<file path="config.mk">
export PLATFORM = sky130hd
export DESIGN_NAME = lsu_mem_stage
export DESIGN_NICKNAME = d
export VERILOG_FILES = /design/src/rtl/lsu_mem_stage_pkg.sv /design/src/rtl/lsu_mem_stage_align.sv /design/src/rtl/lsu_mem_stage.sv
export SDC_FILE = /design/constraint.sdc
export NUM_CORES = 1
export LEC_CHECK = 0
export CORE_MARGIN = 2
export CORE_UTILIZATION = 48
export DETAILED_ROUTE_END_ITERATION = 8
export GPL_ROUTABILITY_DRIVEN = 1
export PLACE_DENSITY_LB_ADDON = 0.2
export SLEW_MARGIN = 20
export SYNTH_ARGS = -nofsm -noshare
export SYNTH_HDL_FRONTEND = slang
export SYNTH_SLANG_ARGS = --single-unit
</file>
<file path="constraint.sdc">
create_clock -name clk -period 4.9 [get_ports clk]
set_input_delay 0.98 -clock clk [delete_from_list [all_inputs] [get_ports clk]]
set_output_delay 0.98 -clock clk [all_outputs]
set_load 0.01 [all_outputs]
</file>
<file path="src/rtl/lsu_mem_stage_pkg.sv">
// Shared constants for the LSU memory stage.
// Holds the RV32I opcode and funct3 encodings used by the LSU, and the
// encoding of the LSU state machine.
package lsu_mem_stage_pkg;

  localparam logic [6:0] opcode_I_ld = 7'b0000011;
  localparam logic [6:0] opcode_S    = 7'b0100011;
  localparam logic [6:0] opcode_B    = 7'b1100011;

  localparam logic [2:0] funct3_lb  = 3'd0;
  localparam logic [2:0] funct3_lh  = 3'd1;
  localparam logic [2:0] funct3_lw  = 3'd2;
  localparam logic [2:0] funct3_lbu = 3'd4;
  localparam logic [2:0] funct3_lhu = 3'd5;
  localparam logic [2:0] funct3_sb  = 3'd0;
  localparam logic [2:0] funct3_sh  = 3'd1;
  localparam logic [2:0] funct3_sw  = 3'd2;

  typedef enum logic [1:0] {
    lsu_IDLE = 2'd0,
    lsu_REQ  = 2'd1,
    lsu_RESP = 2'd2
  } lsu_state_e;

endpackage

</file>
<file path="src/rtl/lsu_mem_stage_align.sv">
// Combinational byte-lane steering for the LSU.
// Ports:
//   funct3_i   access size/sign
//   is_store_i 1 = store, 0 = load (selects which funct3 values are legal)
//   addr_lo_i  byte offset within the word
//   rs2_i      store data
//   rdata_i    word returned by memory
//   wdata_o    lane-replicated store data
//   wstrb_o    byte strobes (0 for loads)
//   load_o     extracted and extended load value
//   misalign_o access violates natural alignment (only for legal funct3)
//   illegal_o  funct3 undefined for this access type
module lsu_align
  import lsu_mem_stage_pkg::*;
(
  input  logic [2:0]  funct3_i,
  input  logic        is_store_i,
  input  logic [1:0]  addr_lo_i,
  input  logic [31:0] rs2_i,
  input  logic [31:0] rdata_i,
  output logic [31:0] wdata_o,
  output logic [3:0]  wstrb_o,
  output logic [31:0] load_o,
  output logic        misalign_o,
  output logic        illegal_o
);

  logic [31:0] shifted;
  logic [7:0]  byte_v;
  logic [15:0] half_v;

  assign shifted = rdata_i >> {addr_lo_i, 3'b000};
  assign byte_v  = shifted[7:0];
  assign half_v  = shifted[15:0];

  assign illegal_o = is_store_i ? (funct3_i >= 3'd3)
                                : (funct3_i == 3'd3 || funct3_i >= 3'd6);

  // funct3[1:0] encodes size for both loads and stores: 00 byte, 01 half, 10 word
  always_comb begin
    misalign_o = 1'b0;
    if (!illegal_o) begin
      case (funct3_i[1:0])
        2'b01:   misalign_o = addr_lo_i[0];
        2'b10:   misalign_o = |addr_lo_i;
        default: misalign_o = 1'b0;
      endcase
    end
  end

  always_comb begin
    wdata_o = rs2_i;
    wstrb_o = 4'b0000;
    case (funct3_i)
      funct3_sb: begin
        wdata_o = {4{rs2_i[7:0]}};
        wstrb_o = 4'b0001 << addr_lo_i;
      end
      funct3_sh: begin
        wdata_o = {2{rs2_i[15:0]}};
        wstrb_o = 4'b0011 << addr_lo_i;
      end
      funct3_sw: begin
        wdata_o = rs2_i;
        wstrb_o = 4'b1111;
      end
      default: ;
    endcase
    if (!is_store_i) wstrb_o = 4'b0000;
  end

  always_comb begin
    load_o = rdata_i;
    case (funct3_i)
      funct3_lb:  load_o = {{24{byte_v[7]}}, byte_v};
      funct3_lh:  load_o = {{16{half_v[15]}}, half_v};
      funct3_lw:  load_o = rdata_i;
      funct3_lbu: load_o = {24'd0, byte_v};
      funct3_lhu: load_o = {16'd0, half_v};
      default:    load_o = rdata_i;
    endcase
  end

endmodule

</file>
<file path="src/rtl/lsu_mem_stage.sv">
// Memory-access stage of the RV32I pipeline.
// Accepts one instruction from EX/MEM while idle, runs a request/grant/
// response bus transaction for loads and stores, and retires to MEM/WB.
// Ports:
//   clk, rst                      clock, synchronous active-high reset
//   in_valid / in_ready           upstream handshake (in_ready = idle)
//   opcode_i, funct3_i, rd_i      decoded instruction fields
//   alu_out_i, rs2_data_i         address/result and store data
//   dmem_req/we/addr/wdata/wstrb  bus request, held until dmem_gnt
//   dmem_gnt, dmem_rvalid, dmem_rdata  bus grant and read response
//   wb_valid/we/rd/data           write-back (wb_valid is a pulse)
//   misalign                      pulse when a misaligned access is dropped
module lsu_mem_stage
  import lsu_mem_stage_pkg::*;
#(
  parameter int ADDR_W = 32
) (
  input  logic              clk,
  input  logic              rst,
  input  logic              in_valid,
  output logic              in_ready,
  input  logic [6:0]        opcode_i,
  input  logic [2:0]        funct3_i,
  input  logic [4:0]        rd_i,
  input  logic [31:0]       alu_out_i,
  input  logic [31:0]       rs2_data_i,
  output logic              dmem_req,
  output logic              dmem_we,
  output logic [ADDR_W-1:0] dmem_addr,
  output logic [31:0]       dmem_wdata,
  output logic [3:0]        dmem_wstrb,
  input  logic              dmem_gnt,
  input  logic              dmem_rvalid,
  input  logic [31:0]       dmem_rdata,
  output logic              wb_valid,
  output logic              wb_we,
  output logic [4:0]        wb_rd,
  output logic [31:0]       wb_data,
  output logic              misalign
);

  lsu_state_e state_q, state_d;

  logic              req_q, req_d, we_q, we_d;
  logic [ADDR_W-1:0] addr_q, addr_d;
  logic [31:0]       wdata_q, wdata_d;
  logic [3:0]        wstrb_q, wstrb_d;
  logic              wbv_q, wbv_d, wbwe_q, wbwe_d, mis_q, mis_d;
  logic [4:0]        wbrd_q, wbrd_d;
  logic [31:0]       wbdata_q, wbdata_d;
  // access context latched at accept, consumed in REQ/RESP
  logic [2:0]        f3_q, f3_d;
  logic [1:0]        lo_q, lo_d;
  logic [4:0]        rd_q, rd_d;
  logic              ld_q, ld_d;

  logic              idle, is_ld_in, is_st_in;
  logic [2:0]        al_f3;
  logic [1:0]        al_lo;
  logic              al_st;
  logic [31:0]       al_wdata, al_load;
  logic [3:0]        al_wstrb;
  logic              al_mis, al_ill;
  logic [ADDR_W-1:0] addr_in;

  assign idle     = (state_q == lsu_IDLE);
  assign in_ready = idle;
  assign is_ld_in = (opcode_i == opcode_I_ld);
  assign is_st_in = (opcode_i == opcode_S);
  assign addr_in  = alu_out_i[ADDR_W-1:0];

  // One aligner serves both phases: live inputs while idle (store steering,
  // alignment check), latched context afterwards (load extraction).
  assign al_f3 = idle ? funct3_i         : f3_q;
  assign al_lo = idle ? alu_out_i[1:0]   : lo_q;
  assign al_st = idle ? is_st_in         : !ld_q;

  lsu_align u_align (
    .funct3_i   (al_f3),
    .is_store_i (al_st),
    .addr_lo_i  (al_lo),
    .rs2_i      (rs2_data_i),
    .rdata_i    (dmem_rdata),
    .wdata_o    (al_wdata),
    .wstrb_o    (al_wstrb),
    .load_o     (al_load),
    .misalign_o (al_mis),
    .illegal_o  (al_ill)
  );

  always_comb begin
    state_d  = state_q;
    req_d    = req_q;
    we_d     = we_q;
    addr_d   = addr_q;
    wdata_d  = wdata_q;
    wstrb_d  = wstrb_q;
    wbv_d    = 1'b0;
    wbwe_d   = 1'b0;
    wbrd_d   = wbrd_q;
    wbdata_d = wbdata_q;
    mis_d    = 1'b0;
    f3_d     = f3_q;
    lo_d     = lo_q;
    rd_d     = rd_q;
    ld_d     = ld_q;
    case (state_q)
      lsu_IDLE: begin
        if (in_valid) begin
          wbrd_d   = rd_i;
          wbdata_d = alu_out_i;
          if (is_ld_in || is_st_in) begin
            if (al_ill || al_mis) begin
              // dropped: retire without a register write
              wbv_d = 1'b1;
              mis_d = al_mis;
            end else begin
              state_d = lsu_REQ;
              req_d   = 1'b1;
              we_d    = is_st_in;
              addr_d  = {addr_in[ADDR_W-1:2], 2'b00};
              wdata_d = al_wdata;
              wstrb_d = al_wstrb;
              f3_d    = funct3_i;
              lo_d    = alu_out_i[1:0];
              rd_d    = rd_i;
              ld_d    = is_ld_in;
            end
          end else begin
            wbv_d  = 1'b1;
            wbwe_d = (rd_i != 5'd0) && (opcode_i != opcode_B);
          end
        end
      end
      lsu_REQ: begin
        if (dmem_gnt) begin
          req_d   = 1'b0;
          we_d    = 1'b0;
          wstrb_d = 4'b0000;
          if (ld_q) begin
            state_d = lsu_RESP;
          end else begin
            state_d = lsu_IDLE;
            wbv_d   = 1'b1;
            wbrd_d  = rd_q;
          end
        end
      end
      lsu_RESP: begin
        if (dmem_rvalid) begin
          state_d  = lsu_IDLE;
          wbv_d    = 1'b1;
          wbwe_d   = (rd_q != 5'd0);
          wbrd_d   = rd_q;
          wbdata_d = al_load;
        end
      end
      default: state_d = lsu_IDLE;
    endcase
  end

  always_ff @(posedge clk) begin
    if (rst) begin
      state_q  <= lsu_IDLE;
      req_q    <= 1'b0;
      we_q     <= 1'b0;
      addr_q   <= '0;
      wdata_q  <= '0;
      wstrb_q  <= '0;
      wbv_q    <= 1'b0;
      wbwe_q   <= 1'b0;
      wbrd_q   <= '0;
      wbdata_q <= '0;
      mis_q    <= 1'b0;
      f3_q     <= '0;
      lo_q     <= '0;
      rd_q     <= '0;
      ld_q     <= 1'b0;
    end else begin
      state_q  <= state_d;
      req_q    <= req_d;
      we_q     <= we_d;
      addr_q   <= addr_d;
      wdata_q  <= wdata_d;
      wstrb_q  <= wstrb_d;
      wbv_q    <= wbv_d;
      wbwe_q   <= wbwe_d;
      wbrd_q   <= wbrd_d;
      wbdata_q <= wbdata_d;
      mis_q    <= mis_d;
      f3_q     <= f3_d;
      lo_q     <= lo_d;
      rd_q     <= rd_d;
      ld_q     <= ld_d;
    end
  end

  assign dmem_req   = req_q;
  assign dmem_we    = we_q;
  assign dmem_addr  = addr_q;
  assign dmem_wdata = wdata_q;
  assign dmem_wstrb = wstrb_q;
  assign wb_valid   = wbv_q;
  assign wb_we      = wbwe_q;
  assign wb_rd      = wbrd_q;
  assign wb_data    = wbdata_q;
  assign misalign   = mis_q;

endmodule

</file>
==> impl_metrics.ini <==
[drt]
vias = 6452
drtIter0Drc = 506
drcViolationCount = 0
wl_met2_um = 9550
detail_route.first_pass.iterations = 5
viasPerCell = 5.80
ant_nets = 0
routed.top_layer = met4
dr_wl_met3_um = 1930
wl_met1_um = 8450
routedWlPerCell_um = 18.4
drt_wl_total_um = 20400

[place]
dpl_cell_area_um2 = 8190
place.port_buffers = 224
gp_congestion = 0.887
dp.cells = 1081
dpl.hpwl_um = 14400

[final_layout]
nets = 1073
final_cell_area_um2 = 8810
n_antenna_cell = 0
fillCellCount = 945
fin_cells = 1113
drive_above_1_share = 0.0642
finalCoreUtilization = 0.733
areaGrowthSynthToFinish_pct = 48.6

[sta]
fin_crit_ns = 3.86
period_share = 0.789
relSlewSlack = 0.295
finalSetupViolCount = 0
fmax_ghz = 0.259
slew_violations = 0
tns_ns = 0
rsz0062_at_grt = false
hold_violations = 0
max_slew.worst_pin.slew_ns = 1.06
finClkSkew_ns = 0.00902

[critical_path]
crit_path_max_fanout = 71
slowest_delay_ns = 0.68
path_cells = clkdlybuf4s50_1 > mux2_2 > a22oi_1 > a2111oi_4 > buf_4 > o211ai_1 > a21oi_1
critPathArrivalTime_ns = 4.20
crit_buf_inv = 2
r2r-start = state_q[0]$_SDFFE_PP0P_
critPathTopFamily = compound AO/OA/AOI/OAI gates
timing.critical_path.from = funct3_i[1]
critPathLaunchType = input port
cpMaxStageDelayCell = mux2_2
cp-end-kind = register
cp.required_ns = 5.23
criticalPathCategory = input port to register

[yosys]
synth_cells = 757
synthTopCellsByCount = 220 x nand2_1, 121 x dfxtp_1, 71 x a21oi_1, 41 x clkbuf_1, 39 x o21ai_0
synth_simple_gate_area_frac = 0.215
synth_cell_types = 56
netlist.area_leader.share = 0.409
yosysMostFrequentCell = nand2_1
synth_seq_cells = 121
synth_compound_area_frac = 0.247
synth-edff-count = 0
synthMuxAreaShare = 0.0688
yosysTopAreaCell = dfxtp_1
avgSynthCellArea_um2 = 7.83
ys_warn_count = 0
synth_top_family_by_area = compound AO/OA/AOI/OAI gates
synth_area_leaders = dfxtp_1 41%, nand2_1 14%, a21oi_1 6.0%
synth-xor-area-share = 0
async_flop_share = 0
synth_area_um2 = 5930
ys_seq_area_frac = 0.409
synth_fa_ha_area_frac = 0.00844
synth_flop_cell = dfxtp_1

[floorplan]
die_w_um = 115
io_pins = 227
initial_core_util = 0.494
die_h_um = 115
die_area_um2 = 13300
rows = 40
core_area_um2 = 12000

[clock_network]
cts_buffers = 17
holdBufCountCts = 0
cts_buffer_depth = 2
cts_resized = 0
post_cts_buffers = 0
cts_tree = yes
clk-insertion-delay-late_ns = 0.42
cts.sinks = 121
cts.clk_slew.worst_paths_ns = 0.05
cts.htree.levels = 4
root_buffer = clkbuf_16

[grt]
first_global_vias = 6250
globalRouteOverflowTotal = 0
grt_start_max_net_pins = 99
antenna_found_initial = 0
grt_pass1_wl_um = 32000
grt_use_total = 0.308

[power_and_ir_drop]
switching_share = 0.229
clkPwrFrac = 0.491
power_frac_comb = 0.125
ir_drop_v = 0.000233
power-per-cell-area_nw_per_um2 = 302
p_int_mw = 2.05
p_sw_mw = 0.609
leakagePower_nw = 3.08
power_frac_seq = 0.384

[worst_hold_path]
holdCritStartpoint = wb_data[13]$_SDFFE_PP0P_
hold_class = register to register

[run]
max_cap_viol_count = 0

[outcome]
status = finished clean
==> flip-flops by register name (all words and copies together), names as in the netlist, 2 cells and up <==
register	cells
dmem_addr	30
dmem_wdata	32
dmem_wstrb	4
f3_q	3
lo_q	2
rd_q	5
state_q	2
wb_data	32
wb_rd	5
==> power groups by stage <==
stage                     sequential [mW]  combinational (mW)  clock (mW)
final                                1.02               0.334        1.31
after global routing                 1.02               0.357        1.36
after CTS                            1.02               0.330        1.32
after detailed placement             1.04               0.327           0
after global placement               1.04               0.322           0
after floorplan                      1.05               0.128           0
==> cell type report <==
| class | count | area [um2] | share of cell area |
|---|---|---|---|
| clock buffer | 24 | 472 | 0.0536 |
| clock inverter | 8 | 143 | 0.0162 |
| inverter | 9 | 33.8 | 0.00384 |
| multi-input combinational | 569 | 3230 | 0.367 |
| sequential | 121 | 2420 | 0.275 |
| tap | 147 | 184 | 0.0209 |
| timing repair buffer | 235 | 2320 | 0.264 |
==> worst register-to-register path: stages, from the launching register on <==
cell and delay, ns:
dfxtp_1 0.34, inv_1 0.09, ha_1 0.26, buf_4 0.35, mux2_2 0.64, a22oi_1 0.63
a2111o_2 0.48, buf_4 0.55, nand2_1 0.15, a21oi_1 0.19
==> final timing paths <==
check                                      to  slack, ns  depth (start not counted)
setup / recovery  dmem_wdata[11]$_SDFFE_PP0P_       1.04                          7
hold / removal       wb_data[13]$_SDFFE_PP0P_       0.45                          2
setup reg to reg   dmem_addr[16]$_SDFFE_PP0P_       1.14                          9
hold reg to reg      wb_data[13]$_SDFFE_PP0P_       0.45                          2
==> logic make-up (layout without fill, tap and decap cells) <==
family	count (synthesis)	in the layout
compound gates	217	217
fa+ha+maj	4	4
buf+inv	68	276
flops	121	121
mux	35	35
other cells	1	2
simple gates	311	311
==> stage by stage <==
stage	hold slack, ns	worst slack [ns]	power, mW
2_1_floorplan	0.436	1.89	1.18
3_3_place_gp	0.435	0.799	1.36
3_5_place_dp	0.441	0.714	1.37
4_1_cts	0.448	1.10	2.67
5_1_grt	0.469	0.878	2.74
6_report	0.446	1.04	2.66
==> per-layer routing <==
layer | track usage | vias up
met4 | 0.127 | 0
met5 | 0 | -
met2 | 0.487 | 319
met1 | 0.394 | 3007
met3 | 0.0912 | 43
li1 | - | 3083
==> cell usage in the layout, fill, tap and decap left out, types with 8 or more instances in the layout <==
| master | instances |
|---|---|
| clkdlybuf4s50_1 | 223 |
| nand2_1 | 220 |
| dfxtp_1 | 121 |
| a21oi_1 | 71 |
| o21ai_0 | 39 |
| nor2_1 | 35 |
| nand3_1 | 29 |
| a22oi_1 | 23 |
| mux2i_1 | 20 |
| o211ai_1 | 17 |
| a32oi_1 | 17 |
| clkbuf_16 | 17 |
| buf_4 | 12 |
| a211oi_1 | 10 |
| inv_1 | 9 |
| mux2_2 | 9 |
| nor2b_1 | 8 |
| a311oi_1 | 8 |
(Power assumes the default switching activity.)
==> RTL change 1 (config.mk and constraints unchanged) <==
The 3 states of `lsu_state_e` get a one-hot encoding in 3 bits.
--- a/src/rtl/lsu_mem_stage_pkg.sv
+++ b/src/rtl/lsu_mem_stage_pkg.sv
@@ -16,10 +16,10 @@
   localparam logic [2:0] funct3_sh  = 3'd1;
   localparam logic [2:0] funct3_sw  = 3'd2;
 
-  typedef enum logic [1:0] {
-    lsu_IDLE = 2'd0,
-    lsu_REQ  = 2'd1,
-    lsu_RESP = 2'd2
+  typedef enum logic [2:0] {
+    lsu_IDLE = 3'b001,
+    lsu_REQ  = 3'b010,
+    lsu_RESP = 3'b100
   } lsu_state_e;
 
 endpackage
Check against the original RTL: same outputs for any inputs over 4 cycles, from zero or initial values and one cycle with rst high; so few cycles prove little.
==> RTL change 1 against the unedited design <==
Setup slack better by 370 ps; power fell by 2.8%; area after synthesis grew 2.7%; clock power shrank 6%; sequential share of layout area about the same; final cell count up 2.9%; wire length fell by 2.5%; combinational power decreased by 1%; sequential cell count increased by 1; final area rose by 0.70%; critical path type unchanged; critical endpoint is now dmem_wstrb[2].
==> RTL change 1: results (changes against the unedited design) <==
* Status: finished clean
* I/O Buffers at 224 (unchanged)
* Top cells by area, synth: dfxtp_1 (40%), nand2_1 (12%), a21oi_1 (5.4%), a211oi_1 (4.8%), nor2_1 (3.5%)
* Worst Setup SP: funct3_i[1]
* Unique masters post-synth at 56 (unchanged)
* LEAKAGE at 3.11 nW (+1.1%)
* Inst Count DP at 1114 (+3.1%)
* GRT Util Overall at 0.290 (-0.0179)
* Critical Path AT at 3790 ps (-410 ps)
* Top FF cell, synth: dfxtp_1
* CP endpoint: dmem_wstrb[2]
* Vias in the first global route at 6018 (-3.7%)
* Slowest cell on crit path: o211a_4
* Worst-case clock buffer depth at 2 (unchanged)
* Clk_skew at 6.32 ps (-2.70 ps)
* Delay-heaviest family, CP: compound AO/OA/AOI/OAI gates
* Worst path max stage delay at 720 ps (+40 ps)
* CTS root buf: clkbuf_16
* FF-to-FF path depth at 7 (-2)
* Clock latency on the worst-skew pair at a little over 400 ps
* Dpl hpwl at 14000 um (-3.0%)
* Post-synth top cells: nand2_1 (192), dfxtp_1 (122), a21oi_1 (66)
* Syn Area/Cell at 7.88 um2 (+0.62%)
* Drt wl/cell at 17.4 um (-5.3%)
* Register area share after synthesis at 0.401 (-0.00762)
* Share of cells above drive strength 1 at 0.0627 (-0.00149)
* Vias per cell at 5.68 (-2.0%)
* CTS buffer count at 17 (unchanged)
* RePlAce Congestion at 0.979 (+10%)
* Worst Tran Pin Value at 1040 ps (-16.1 ps)
* Hold/Removal Path Class: reg2reg
* R2R Path Start: state_q[0]
* Peak supply drop at 0.204 mV (-13%)
* Crit-path max FO at 67 (-5.6%)
* Iteration-0 DRC Markers at 780 (+54%)
* Drt pass-1 iters at 8 (+3)
* Routed WL at 19900 um (-2.5%)
* Layout fillers at 1078 (+14%)
* Largest net degree at the start of global routing at 78 (-21%)
* Yosys warns at 0 (unchanged)
* Global-route wire length before repair at 30700 um (-4.1%)
* Post-cts repair resize count at 0 (unchanged)
* Worst reg2reg setup slack at 1440 ps (+300 ps)
==> RTL change 1: cell types whose count changed after synthesis, moves of 12 or more <==
| cell | before | now |
|---|---|---|
| a211oi_1 | 10 | 39 |
| a221oi_1 | 0 | 14 |
| a22oi_1 | 23 | 0 |
| a32oi_1 | 17 | 0 |
| nand2_1 | 220 | 192 |
| nand3_1 | 29 | 6 |
| nand3b_1 | 0 | 18 |
| nor2_1 | 36 | 56 |
| o211ai_1 | 17 | 3 |
| o21ai_1 | 3 | 15 |
| o31ai_1 | 1 | 16 |
| or3_1 | 3 | 22 |
==> RTL change 1: worst min-delay path by stage <==
stage,slack (ps),start,end,cells after the start
6_report,450,dmem_addr[6],dmem_addr[6],2
5_1_grt,470,dmem_addr[5],dmem_addr[5],2
4_1_cts,450,f3_q[2],f3_q[2],2
3_5_place_dp,440,dmem_we,dmem_we,1
3_3_place_gp,440,wb_data[19],wb_data[19],2
2_1_floorplan,440,f3_q[2],f3_q[2],2
==> RTL change 1: stage by stage <==
step	util	setup WS (ps)	total power [W]	cell area, um2	hold WS [ps]
after CTS	0.709	1470	0.00259	8870	454
after floorplan	-	2300	0.00119	6100	436
final	0.709	1400	0.00259	8870	452
after global routing	0.709	1220	0.00266	8870	470
after global placement	0.662	1120	0.00137	8290	438
after detailed placement	0.662	1050	0.00137	8290	444
==> RTL change 1: routing by layer <==
| metal | GRT usage | part of all wire | routed length (um) |
|---|---|---|---|
| met5 | 0 | 0 | 0 |
| met4 | 0.106 | 0.025 | 489 |
| met3 | 0.0638 | 0.081 | 1610 |
| met2 | 0.468 | 0.47 | 9330 |
| met1 | 0.383 | 0.43 | 8490 |
==> RTL change 1: report_power, final <==
group	leakage (nW)	internal (W)	switching, W
sequential	0.991	0.00101	0.0000123
clock	0.274	0.000771	0.000458
combinational	1.85	0.000168	0.000162
==> RTL change 1: worst reg2reg max path, delay by kind of cell, from the launching register on <==
family / cells / cell delay [ps]
buffers and inverters: 1 / 300
flip-flops: 1 / 530
AND/OR/NAND/NOR: 2 / 430
AO/OA/AOI/OAI: 3 / 1420
multiplexers: 1 / 670
==> RTL change 1: area by class of cell <==
cell class                 instances  area (um2)  area share
inverter                           2        7.51    0.000846
multi-input combinational        584        3300       0.372
sequential                       122        2440       0.275
timing repair buffer             234        2330       0.262
tap                              172         215      0.0243
clock buffer                      20         457      0.0515
clock inverter                    11         123      0.0138
==> RTL change 1: cell families after synthesis <==
| logic type | count (synthesis) | synth area share |
|---|---|---|
| AND/OR/NAND/NOR | 330 | 0.247 |
| AO/OA/AOI/OAI | 231 | 0.249 |
| flip-flops | 122 | 0.401 |
| buffers and inverters | 68 | 0.0594 |
| multiplexers | 19 | 0.0394 |
| XOR/XNOR | 2 | 0.00411 |
| other | 1 | 0.000616 |
==> RTL change 2 (same settings) <==
Made on the original files. Change the parameter `ADDR_W` from 32 to 24.
--- a/src/rtl/lsu_mem_stage.sv
+++ b/src/rtl/lsu_mem_stage.sv
@@ -13,7 +13,7 @@
 module lsu_mem_stage
   import lsu_mem_stage_pkg::*;
 #(
-  parameter int ADDR_W = 32
+  parameter int ADDR_W = 24
 ) (
   input  logic              clk,
   input  logic              rst,
Ports: changed (resized dmem_addr); port bits go from 227 to 219. The function was not compared with the original's and may differ.
==> RTL change 2 against the unedited design <==
Power decreased by 6.0%; global-route usage decreased by 1.3 points; setup slack improved by 150 ps; sequential power decreased by 6%; register-to-register slack improved by 40 ps; count of clock-buffer cells in the layout decreased by 1; sequential cell count decreased by 8; area after synthesis decreased by 3.3%; wire length decreased by 7.4%; final area decreased by 4.1%.
==> RTL change 2: results (changes against the unedited design) <==
* Iteration-0 DRC Markers at 479 (-5.3%)
* Slowest cell on crit path: or3_2
* Routed WL at 18900 um (-7.4%)
* Rel. slew slack at 0.340 (+0.0458)
* Status: finished clean
* Global-route wire length before repair at 30200 um (-5.6%)
* GRT Util Overall at 0.295 (-0.0128)
* Syn Inst Count at 696 (-8.1%)
* Critical Path AT at 4050 ps (-150 ps)
* Via count at 6053 (-6.2%)
* Worst-case clock buffer depth at 2 (unchanged)
* Peak supply drop at 0.207 mV (-11%)
* Unique masters post-synth at 64 (+14%)
* Vias in the first global route at 5866 (-6.1%)
* I/O Buffers at 216 (-3.6%)
* Share of cells above drive strength 1 at 0.0728 (+0.00861)
* Worst path max stage delay at 820 ps (+140 ps)
* RePlAce Congestion at 0.926 (+4.3%)
* Clk_skew at 10.5 ps (+1.52 ps)
* Delay-heaviest family, CP: simple AND/OR/NAND/NOR gates
* Number of diodes at 0 (unchanged)
* LEAKAGE at 3.11 nW (+0.89%)
* Layout fillers at 852 (-9.8%)
* Register area share after synthesis at 0.395 (-0.0140)
* Crit-path max FO at 49 (-31%)
* Dpl hpwl at 13400 um (-6.8%)
* Inst Count DP at 1007 (-6.8%)
* Antenna violations before repair at 0 (unchanged)
* Worst-path clk slew at 50 ps (about the same)
* Top cells by area, synth: dfxtp_1 (39%), nand2_1 (11%), mux2i_1 (8.6%), a21oi_1 (5.6%), a211oi_1 (3.9%)
* Post-synth top cells: nand2_1 (167), dfxtp_1 (113), a21oi_1 (64)
* Vias per cell at 5.84 (+0.79%)
* Yosys warns at 0 (unchanged)
* Largest net degree at the start of global routing at 110 (+11%)
-- RTL change 2: cell count changes after synthesis, sizes merged, moves of 19 or more --
cell    delta
nand3     -26
nand2     -53
mux2i     +28
a22oi     -22
a211oi    +19
-- RTL change 2: metrics by stage --
step / worst slack [ps] / util / total power, W / cell area [um2] / hold WS [ps]
after global routing: 826 / 0.733 / 0.00257 / 8450 / 472
after CTS: 1200 / 0.733 / 0.00251 / 8440 / 452
final: 1180 / 0.733 / 0.00250 / 8450 / 452
after detailed placement: 812 / 0.683 / 0.00131 / 7860 / 446
after floorplan: 2170 / - / 0.00112 / 5740 / 443
after global placement: 940 / 0.683 / 0.00130 / 7860 / 442
-- RTL change 2: logic make-up after synthesis --
kind of cell | count (synthesis) | synth area share
other | 1 | 0.000654
multiplexers | 59 | 0.114
AO/OA/AOI/OAI | 187 | 0.225
AND/OR/NAND/NOR | 266 | 0.202
XOR/XNOR | 2 | 0.00306
adder cells (fa/ha/maj) | 4 | 0.00873
flip-flops | 113 | 0.395
buffers and inverters | 64 | 0.0524
-- RTL change 2: path summary, 6_finish.rpt --
| kind | start | end | slack, ps | cells past startpoint |
|---|---|---|---|---|
| setup / recovery | state_q[0] | dmem_addr[19] | 1180 | 8 |
| hold / removal | dmem_wdata[4] | dmem_wdata[4] | 450 | 2 |
| setup reg to reg | state_q[0] | dmem_addr[19] | 1180 | 8 |
| hold reg to reg | dmem_wdata[4] | dmem_wdata[4] | 450 | 2 |
-- RTL change 2: report_power, final --
group          internal (W)  switching (W)  total [W]
combinational      0.000176       0.000160   0.000336
sequential         0.000943      0.0000137   0.000957
clock              0.000802       0.000406    0.00121
total               0.00192       0.000579    0.00250
-- RTL change 2: cell type report --
class / instances / share of cell area
clock inverter: 6 / 0.00948
inverter: 8 / 0.00356
timing repair buffer: 223 / 0.262
multi-input combinational: 520 / 0.377
clock buffer: 23 / 0.0590
sequential: 113 / 0.268
tap: 143 / 0.0212
-- RTL change 2: routing by layer --
metal / up-vias / track usage / routed length (um)
met3: 39 / 0.0884 / 1690
li1: 2874 / - / -
met5: - / 0 / 0
met1: 2851 / 0.371 / 7790
met4: 0 / 0.125 / 521
met2: 289 / 0.471 / 8920
-- RTL change 2: worst reg2reg max path: stages (launching register included) --
cell	delay, ps
dfxtp_1	320
inv_1	120
ha_1	670
mux2_2	790
nand2_1	130
o2bb2ai_1	450
or3_2	820
nand2_1	180
a21oi_1	160
